==> src/rtl/instr_sequencer_pkg.sv <==
// Shared constants for the instruction sequencer: word layout, FSM state codes, idle word.
package instr_sequencer_pkg;

  localparam int WORD_W  = 12;
  localparam int INSTR_W = 4;
  localparam int DATA_W  = 8;

  localparam logic [WORD_W-1:0] IDLE_WORD_DEF = 12'h000;

  localparam logic [0:0] S_IDLE = 1'b0;
  localparam logic [0:0] S_RUN  = 1'b1;

  function automatic logic [WORD_W-1:0] mkWord(input logic [INSTR_W-1:0] instr,
                                               input logic [DATA_W-1:0] data);
    return {instr, data};
  endfunction

endpackage

==> src/rtl/instr_sequencer_if.sv <==
// Program-load, run-control and core-feed signals of the sequencer.
// SINGLE_STEP_EN adds StepMode/Step.
interface instr_sequencer_if #(parameter int AW = 4);
  import instr_sequencer_pkg::*;

  logic              WrEn;
  logic [AW-1:0]     WrAddr;
  logic [WORD_W-1:0] WrData;
  logic [AW:0]       ProgLen;
  logic [3:0]        Loops;
  logic              Start;
  logic              Abort;
  logic [WORD_W-1:0] Out;
  logic              OutValid;
  logic [AW-1:0]     Pc;
  logic              Busy;
  logic              Done;
  logic              WrErr;
`ifdef SINGLE_STEP_EN
  logic              StepMode;
  logic              Step;
`endif

  modport master (
    output WrEn, WrAddr, WrData, ProgLen, Loops, Start, Abort,
`ifdef SINGLE_STEP_EN
    output StepMode, Step,
`endif
    input  Out, OutValid, Pc, Busy, Done, WrErr
  );

  modport slave (
    input  WrEn, WrAddr, WrData, ProgLen, Loops, Start, Abort,
`ifdef SINGLE_STEP_EN
    input  StepMode, Step,
`endif
    output Out, OutValid, Pc, Busy, Done, WrErr
  );

endinterface

==> src/rtl/instr_sequencer_prog_ram.sv <==
// Program RAM: DEPTH x 12, one synchronous write port, one asynchronous read port.
module prog_ram
  import instr_sequencer_pkg::*;
#(
  parameter int DEPTH = 16,
  parameter int AW    = $clog2(DEPTH)
) (
  input  logic              i_clk,
  input  logic              i_we,
  input  logic [AW-1:0]     i_waddr,
  input  logic [WORD_W-1:0] i_wdata,
  input  logic [AW-1:0]     i_raddr,
  output logic [WORD_W-1:0] o_rdata
);

  logic [WORD_W-1:0] r_mem [DEPTH];

  always_ff @(posedge i_clk) begin
    if (i_we) r_mem[i_waddr] <= i_wdata;
  end

  assign o_rdata = r_mem[i_raddr];

endmodule

==> src/rtl/instr_sequencer.sv <==
// Streams program RAM words into the 12-bit core In bus with looping, abort and status.
// Optional SINGLE_STEP_EN gates issue on Step while StepMode is set.
module instr_sequencer
  import instr_sequencer_pkg::*;
#(
  parameter int                DEPTH     = 16,
  parameter int                AW        = $clog2(DEPTH),
  parameter logic [WORD_W-1:0] IDLE_WORD = IDLE_WORD_DEF
) (
  input logic               i_clk,
  input logic               i_clr,
  instr_sequencer_if.slave  bus
);

  localparam logic [AW:0] LEN_MAX = (AW+1)'(DEPTH);

  logic [0:0]        r_state;
  logic [AW-1:0]     r_pc;
  logic [AW:0]       r_len;
  logic [3:0]        r_passes;
  logic [WORD_W-1:0] r_out;
  logic              r_outValid;
  logic              r_done;
  logic              r_wrErr;

  logic              w_we;
  logic              w_stepOk;
  logic              w_last;
  logic [WORD_W-1:0] w_rdata;
  logic [AW:0]       w_lenClamp;

  assign w_we       = bus.WrEn && (r_state == S_IDLE);
  assign w_last     = ({1'b0, r_pc} == (r_len - 1'b1));
  assign w_lenClamp = (bus.ProgLen > LEN_MAX) ? LEN_MAX : bus.ProgLen;
`ifdef SINGLE_STEP_EN
  assign w_stepOk   = !bus.StepMode || bus.Step;
`else
  assign w_stepOk   = 1'b1;
`endif

  prog_ram #(.DEPTH(DEPTH), .AW(AW)) u_ram (
    .i_clk   (i_clk),
    .i_we    (w_we),
    .i_waddr (bus.WrAddr),
    .i_wdata (bus.WrData),
    .i_raddr (r_pc),
    .o_rdata (w_rdata)
  );

  // Out/OutValid/Done default to idle each cycle; only an issued word or a completion overrides them.
  always_ff @(posedge i_clk) begin
    if (i_clr) begin
      r_state    <= S_IDLE;
      r_pc       <= '0;
      r_len      <= '0;
      r_passes   <= '0;
      r_out      <= IDLE_WORD;
      r_outValid <= 1'b0;
      r_done     <= 1'b0;
      r_wrErr    <= 1'b0;
    end else begin
      r_out      <= IDLE_WORD;
      r_outValid <= 1'b0;
      r_done     <= 1'b0;
      r_wrErr    <= bus.WrEn && (r_state == S_RUN);
      case (r_state)
        S_IDLE: begin
          if (bus.Start) begin
            if (bus.ProgLen != '0) begin
              r_state  <= S_RUN;
              r_pc     <= '0;
              r_len    <= w_lenClamp;
              r_passes <= bus.Loops;
            end else begin
              r_done <= 1'b1;
            end
          end
        end
        default: begin
          if (bus.Abort) begin
            r_state <= S_IDLE;
            r_pc    <= '0;
            r_done  <= 1'b1;
          end else if (w_stepOk) begin
            r_out      <= w_rdata;
            r_outValid <= 1'b1;
            if (w_last) begin
              r_pc <= '0;
              if (r_passes != 4'd0) begin
                r_passes <= r_passes - 4'd1;
              end else begin
                r_state <= S_IDLE;
                r_done  <= 1'b1;
              end
            end else begin
              r_pc <= r_pc + 1'b1;
            end
          end
        end
      endcase
    end
  end

  assign bus.Out      = r_out;
  assign bus.OutValid = r_outValid;
  assign bus.Pc       = r_pc;
  assign bus.Busy     = (r_state == S_RUN);
  assign bus.Done     = r_done;
  assign bus.WrErr    = r_wrErr;

endmodule

==> src/flat_wrapper.sv <==
// flat-port wrapper written by rule: the top's interface ports become plain ports
module instr_sequencer_flat import instr_sequencer_pkg::*;
#(
  parameter int                DEPTH     = 16,
  parameter int                AW        = $clog2(DEPTH),
  parameter logic [WORD_W-1:0] IDLE_WORD = IDLE_WORD_DEF
)
  (i_clk, i_clr, bus_WrEn, bus_WrAddr, bus_WrData, bus_ProgLen, bus_Loops, bus_Start, bus_Abort, bus_Out, bus_OutValid, bus_Pc, bus_Busy, bus_Done, bus_WrErr);
  instr_sequencer_if #(.AW(AW)) bus_i ();
  input logic i_clk;
  input logic i_clr;
  input wire logic [$bits(bus_i.WrEn)-1:0] bus_WrEn;
  input wire logic [$bits(bus_i.WrAddr)-1:0] bus_WrAddr;
  input wire logic [$bits(bus_i.WrData)-1:0] bus_WrData;
  input wire logic [$bits(bus_i.ProgLen)-1:0] bus_ProgLen;
  input wire logic [$bits(bus_i.Loops)-1:0] bus_Loops;
  input wire logic [$bits(bus_i.Start)-1:0] bus_Start;
  input wire logic [$bits(bus_i.Abort)-1:0] bus_Abort;
  output wire logic [$bits(bus_i.Out)-1:0] bus_Out;
  output wire logic [$bits(bus_i.OutValid)-1:0] bus_OutValid;
  output wire logic [$bits(bus_i.Pc)-1:0] bus_Pc;
  output wire logic [$bits(bus_i.Busy)-1:0] bus_Busy;
  output wire logic [$bits(bus_i.Done)-1:0] bus_Done;
  output wire logic [$bits(bus_i.WrErr)-1:0] bus_WrErr;
  assign bus_i.WrEn = bus_WrEn;
  assign bus_i.WrAddr = bus_WrAddr;
  assign bus_i.WrData = bus_WrData;
  assign bus_i.ProgLen = bus_ProgLen;
  assign bus_i.Loops = bus_Loops;
  assign bus_i.Start = bus_Start;
  assign bus_i.Abort = bus_Abort;
  assign bus_Out = bus_i.Out;
  assign bus_OutValid = bus_i.OutValid;
  assign bus_Pc = bus_i.Pc;
  assign bus_Busy = bus_i.Busy;
  assign bus_Done = bus_i.Done;
  assign bus_WrErr = bus_i.WrErr;
  instr_sequencer #(.DEPTH(DEPTH), .AW(AW), .IDLE_WORD(IDLE_WORD)) u_core (.i_clk(i_clk), .i_clr(i_clr), .bus(bus_i));
endmodule
==> config.mk <==
export PLATFORM = sky130hd
export DESIGN_NAME = instr_sequencer_flat
export DESIGN_NICKNAME = d
export VERILOG_FILES = /design/src/rtl/instr_sequencer_pkg.sv /design/src/rtl/instr_sequencer_if.sv /design/src/rtl/instr_sequencer_prog_ram.sv /design/src/rtl/instr_sequencer.sv /design/src/flat_wrapper.sv
export SDC_FILE = /design/constraint.sdc
export NUM_CORES = 1
export LEC_CHECK = 0
export ABC_AREA = 1
export ABC_CLOCK_PERIOD_IN_PS = 2000
export CAP_MARGIN = 0
export CORE_ASPECT_RATIO = 1.5
export CORE_UTILIZATION = 45
export DETAILED_ROUTE_END_ITERATION = 8
export GPL_TIMING_DRIVEN = 0
export HOLD_SLACK_MARGIN = 0.02
export RECOVER_POWER = 100
export SLEW_MARGIN = 0
export SYNTH_ARGS = -nofsm -noshare
export SYNTH_HDL_FRONTEND = slang
export SYNTH_SLANG_ARGS = --single-unit
export TNS_END_PERCENT = 1
==> constraint.sdc <==
create_clock -name i_clk -period 2 [get_ports i_clk]
set_input_delay 0.4 -clock i_clk [delete_from_list [all_inputs] [get_ports i_clk]]
set_output_delay 0.4 -clock i_clk [all_outputs]
set_load 0.01 [all_outputs]
Word level (Yosys, flattened, before mapping)
Memory sizes are Yosys's and may differ from the RTL's. A register that Yosys moved wholly into a read port is not among the register bits. Cells that the tools add are included.

Bits in writable memories: 192. Input port bits: 30. Flip-flop bits (word level): 17. Memories: 1. Word-level logic and storage cells: 55. Output and inout port bits: 20.

Add/sub/neg operators: 3. Eq/ne operators: 4. Multiplexer cells: 27. Reductions and logical operators: 11. Magnitude comparators: 1. Bitwise operators: 1.

Memory list: u_core.u_ram.r_mem (words 16, bits a word 12, rd ports 1, clocked after memory_dff 1, wr ports 1, line instr_sequencer_prog_ram.sv:16) `logic [WORD_W-1:0] r_mem [DEPTH];`.

Operators with widths (number): 2-to-1 mux 4 bit (11); 2-to-1 mux 1 bit (15); != test 2 bit, second input constant (3); == test 4 x 5 -> 1 bit (1); greater-than comparator 5 bit, second input constant (1); 2-to-1 mux 5 bit (1); AND reduction 5 bit (1); nonzero test 5 bit (1); subtractor 5 x 1 -> 5 bit, second input constant (1); adder 4 x 1 -> 4 bit, second input constant (1); nonzero test 2 bit (2); nonzero test 4 bit (1); subtractor 4 x 1 -> 4 bit, second input constant (1); AND reduction 3 bit (1); OR reduction 3 bit (1); logical AND 1 bit (2); AND reduction 2 bit (1); OR reduction 2 bit (1); inverter 1 bit (1).

Logic depth before layout (Yosys ltp)
Depth in word-level cells: 5. Mapped depth: 13. Gate-level depth less buffers: 13.

Cells and area by module
From an unflattened synthesis, not the netlist that was laid out.

Cell total of the unflattened synthesis: 1000. Area, all modules: 9729.3 um^2.

By module, submodules not included: prog_ram (seq. area each 5765.5 um^2, cells an instance 801, instances 1, area each 8321.7 um^2); instr_sequencer (seq. area each 580.6 um^2, cells an instance 199, instances 1, area each 1407.6 um^2).

Worst setup path after synthesis
OpenSTA, ideal clock, no wires.

Kind: reg-to-reg. From: register u_core.r_state, in the netlist u_core.bus.Busy. To: memory u_core.u_ram.r_mem[12][0] (enable). Data required time: 1.620 ns. Setup slack: 0.215 ns. Library setup time: 0.380 ns. Stages on the path, launching flop included: 5. Period minus slack after synthesis: 1.785 ns. Arrival: 1.405 ns. Path buffers: 1. Cells stage by stage: dfxtp_1 -> buf_4 -> nor2_1 -> nand3_1 -> nor2_1.

Cells in the longest elaborated chain, start to end: 4.

RTL lines: start, declared (line instr_sequencer.sv:17) `logic [0:0] r_state;`; start signal, assigned (line instr_sequencer.sv:53) `r_state <= S_IDLE;`; start signal, assigned (line instr_sequencer.sv:70) `r_state <= S_RUN;`; start signal, assigned (line instr_sequencer.sv:81) `r_state <= S_IDLE;`; inverter 1 bit (no source line); logical AND 1 bit (line instr_sequencer.sv:32) `assign w_we = bus.WrEn && (r_state == S_IDLE);`; 2-to-1 mux 1 bit (line instr_sequencer_prog_ram.sv:19) `if (i_we) r_mem[i_waddr] <= i_wdata;`; 2-to-1 mux 1 bit (implied by the code) (line instr_sequencer_prog_ram.sv:19); end, declared (line instr_sequencer_prog_ram.sv:16).

Every way passes these cells.

==> impl.org <==
** Logic synthesis
- After synthesis, the mean cell area works out to 12.1 um2.
- By area, the combinational part of the netlist is dominated by compound AO/OA/AOI/OAI gates.
- Counting flops and latches in the post-synthesis netlist gives 221.
- The number of nets in the synthesized netlist is 761.
- Synth Area in XOR/XNOR :: 0.0993%
- Of the post-synthesis cell area, the part taken by muxes is 0%.
- The cell area that synthesis handed to floorplanning was 8820 um2.
- Share of synthesized registers carrying an async set or reset :: 0%
- For this run, the number of Yosys warnings is 0.
- Among all flip-flop cells after synthesis, the most frequent one is edfxtp_1.
- The commonest cells after synthesis are edfxtp_1, nor2_1, o21ai_0.
- Top-count cell post-synth :: edfxtp_1
- The netlist uses 33 different library cells.
- Counting flops with a built-in enable in the synthesized netlist gives 192.
- Synthesis produced 728 cells.
- The biggest area contributor in the post-synthesis netlist is edfxtp_1.
- Top area cells in the synthesized netlist :: edfxtp_1, nor2_1, dfxtp_1
- Post-synthesis share of cell area spent on and, or, nand and nor gates :: 11.1%
- Part of the Yosys area used for sequential elements :: 71.9%
- Adder-cell share of the synthesized area :: 0.425%
- Summing the areas of all compound-gate instances in the mapped netlist gives 12.7% of the synthesized area.
- Proportion of netlist area held by the largest area contributor :: 65.3%

** Critical path
- For the worst setup path, the data required time is 2.40 ns.
- Arrival time reported for the critical path endpoint :: 2.37 ns
- The worst setup path is launched from a register.
- The setup check on the worst reg-to-reg path leaves a slack of 0.03 ns.
- Type of the setup path with the least slack :: reg -> reg
- Worst-path fanout max :: 10
- The worst setup path is captured at a register.

** Die
- Area inside the core boundary :: 19,200 um2
- Once the floorplan was initialized, standard cells occupied 46.0% of the core.
- Placement Rows :: 62
- Chip Height :: 173 um
- I/O pins :: 50
- The floorplan step defined a die boundary enclosing 20,200 um2.
- Die Wd :: 116 um

** Global route
- Entering global routing, the biggest net connects 17 pins.
- Number of global-route vias before repair :: 5,954
- Global routing used 24.9% of the available tracks.
- The initial antenna violation count is 0.
- GRT Residual Overflow :: 0
- Global-route wire length before repair :: 36,000 um

** Clocking
- In this run, post-CTS hold repair placed 0 buffers.
- Clk sink count :: 221
- TritonCTS built the clock tree.
- Clk buf depth :: 3
- Clk_lat worst skew :: 0.50 ns
- Clock-pin slew was measured on the worst setup and hold paths at 0.06 ns.
- CTS placed an instance of clkbuf_16 at the clock tree root.
- Number of clock buffers inserted by TritonCTS :: 21
- In this run the number of H-tree levels came out at 1.

** Final layout
- Fin util :: 55.0%
- Nets :: 849
- Fill cells in the final layout number 1,635.
- Area growth, synth to finish :: 19.5%
- Of the cells placed in the final design, the portion with a size suffix greater than 1 is 12.7%.
- The number of antenna diodes in the final layout is 0.

** Place
- Before CTS, the worst setup slack after placement is -1.00 ns.
- In this run the tool buffered the top-level ports with 48 buffer cells.
- The HPWL after detailed placement is 16,000 um.
- Routability-driven placement finished with a final weighted congestion of 0.869.

** Run status
- Result of the run :: completed

** Routing
- Routed length per placed instance :: 22.7 um
- Dividing the detail-routed via count by the number of cells gives 5.72.
- Final antenna-violating net count :: 0
- Summing over every cut layer, the via total after detailed routing is 6,211.
- Wires add up to 24,600 um.
- Number of optimization iterations in the first detailed-route pass :: 6
- Initial DRC Count :: 611
- DRC Markers :: 0

** Min path
- Hold WC Path Type :: in -> reg

** Pwr
- The design draws 10.0 mW.
- Leakage power :: 3.67 nW
- VDD sags by at most 0.000473 V.
- PwrDens :: 949 nW/um2

** Timing
- Max frequency :: 507 MHz
- RSZ-0062 raised after global routing :: true
- In this run the tightest slew margin relative to its limit is 49.0%.
- Period utilization :: 98.6%
- At the pin with the least slew margin, the transition time is 0.765 ns.
- Total count of max-transition violations in the final report :: 0
- Final count of hold timing violations :: 0
- Final critical-path required period :: 1.97 ns
- The tightest hold path in the finished design has a slack of 0.220 ns.
- Between clock sinks in the finished design, the worst skew comes to 0.0126 ns.
- Setup TNS :: 0 ns
- PnR worst setup slack :: 0.0279 ns
- Final setup violation count :: 0

** Job
- The tool flagged a number of max-cap violations equal to 0.
## routing by layer
metal	wire length [um]	vias to the layer above	global-route usage, %
met5	0	-	0
met3	1760	61	3.92
met4	1080	0	11.2
met1	8870	3041	30.2
met2	12900	296	42.8
li1	-	2813	-
## worst paths after layout
kind | cells past startpoint | start | to
worst min-delay path | 2 | i_clr | u_core.r_len[4]$_SDFFE_PP0P_
worst max register to register | 8 | u_core.bus.Pc[1]$_SDFFE_PP0P_ | u_core.bus.Out[11]$_SDFF_PP0_
worst min register to register | 2 | u_core.r_len[1]$_SDFFE_PP0P_ | u_core.r_len[1]$_SDFFE_PP0P_
worst max-delay path | 8 | u_core.bus.Pc[1]$_SDFFE_PP0P_ | u_core.bus.Out[11]$_SDFF_PP0_
## flip-flops by register name, summed over array words and instances, names as in the netlist
name	count
u_core.bus.OutValid	1
u_core.bus.Pc	4
u_core.u_ram.r_mem	192
u_core.bus.WrErr	1
u_core.bus.Busy	1
u_core.r_len	5
u_core.bus.Out	12
u_core.r_passes	4
u_core.bus.Done	1
## power breakdown
part           total [mW]  internal (mW)  switching, mW
sequential           5.10           5.08         0.0235
combinational       0.670          0.213          0.457
clock                4.23           2.57           1.66
total                10.0           7.86           2.14
## logic make-up (layout without fill, tap and decap cells)
family | count (synthesis) | in the layout
flip-flops | 221 | 221
AND/OR/NAND/NOR | 242 | 242
adder cells (fa/ha/maj) | 3 | 3
AO/OA/AOI/OAI | 191 | 191
XOR/XNOR | 1 | 1
buffers and inverters | 70 | 171
## cell usage in the layout (no fill, tap or decap), types with 2 or more instances in the layout
cell             Yosys  final
a31oi_1              2      2
buf_12               0      2
clkbuf_4             0      4
inv_2                6      6
nand4_1              2      2
nand2_2              3      3
buf_4                4      7
dfxtp_1             29     28
o22ai_1             10     10
inv_1               20     21
nor3_1               2      2
nor2_2               1      2
nand2_1             46     46
ha_1                 3      3
a21oi_1             22     22
o211ai_1            34     34
clkbuf_1            18     12
nor2_1             158    151
dlygate4sd3_1        0     31
clkbuf_16            0     21
o21ai_1             10      9
buf_2               15     18
buf_6                4      4
edfxtp_1           192    192
a211oi_1             4      4
clkinv_2             0      7
o221ai_1            14     14
nand3_1             26     26
bufinv_16            0      5
o21ai_0             94     95
clkdlybuf4s50_1      0     17
clkbuf_2             0     14
nor2_4               1      7
## critical path: stages, from the launching register on
cell and delay [ns]:
dfxtp_1 0.33, buf_2 0.18, inv_2 0.09, buf_6 0.15
buf_2 0.28, o21ai_0 0.16, o221ai_1 0.35, nand3_1 0.12
a21oi_1 0.22
## cell type report
class                   count  area, um2  share of cell area (%)
clock buffers              23        533                    5.06
plain buffers              42        234                    2.22
flip-flops and latches    221       6350                    60.2
inverters                  28        105                   0.997
clock inverters            13        194                    1.84
repair buffers             65        612                    5.80
multi-input cells         437       2200                    20.8
well taps                 256        320                    3.04
## repair_timing
| action | CTS | global route |
|---|---|---|
| endpoints found under the setup margin | 200 | 205 |
| gates resized for setup | 32 | 21 |
| setup buffers | 2 | 15 |
| pin swaps | 1 | 15 |
## stage by stage
| stage | instance area (um2) | cells |
|---|---|---|
| floorplan | 8820 | 728 |
| global placement | 9620 | 1032 |
| detailed placement | 9620 | 1032 |
| CTS | 10500 | 1070 |
| global route | 10500 | 1085 |
| finish | 10500 | 1085 |
Power figures use the tool's default switching activity.
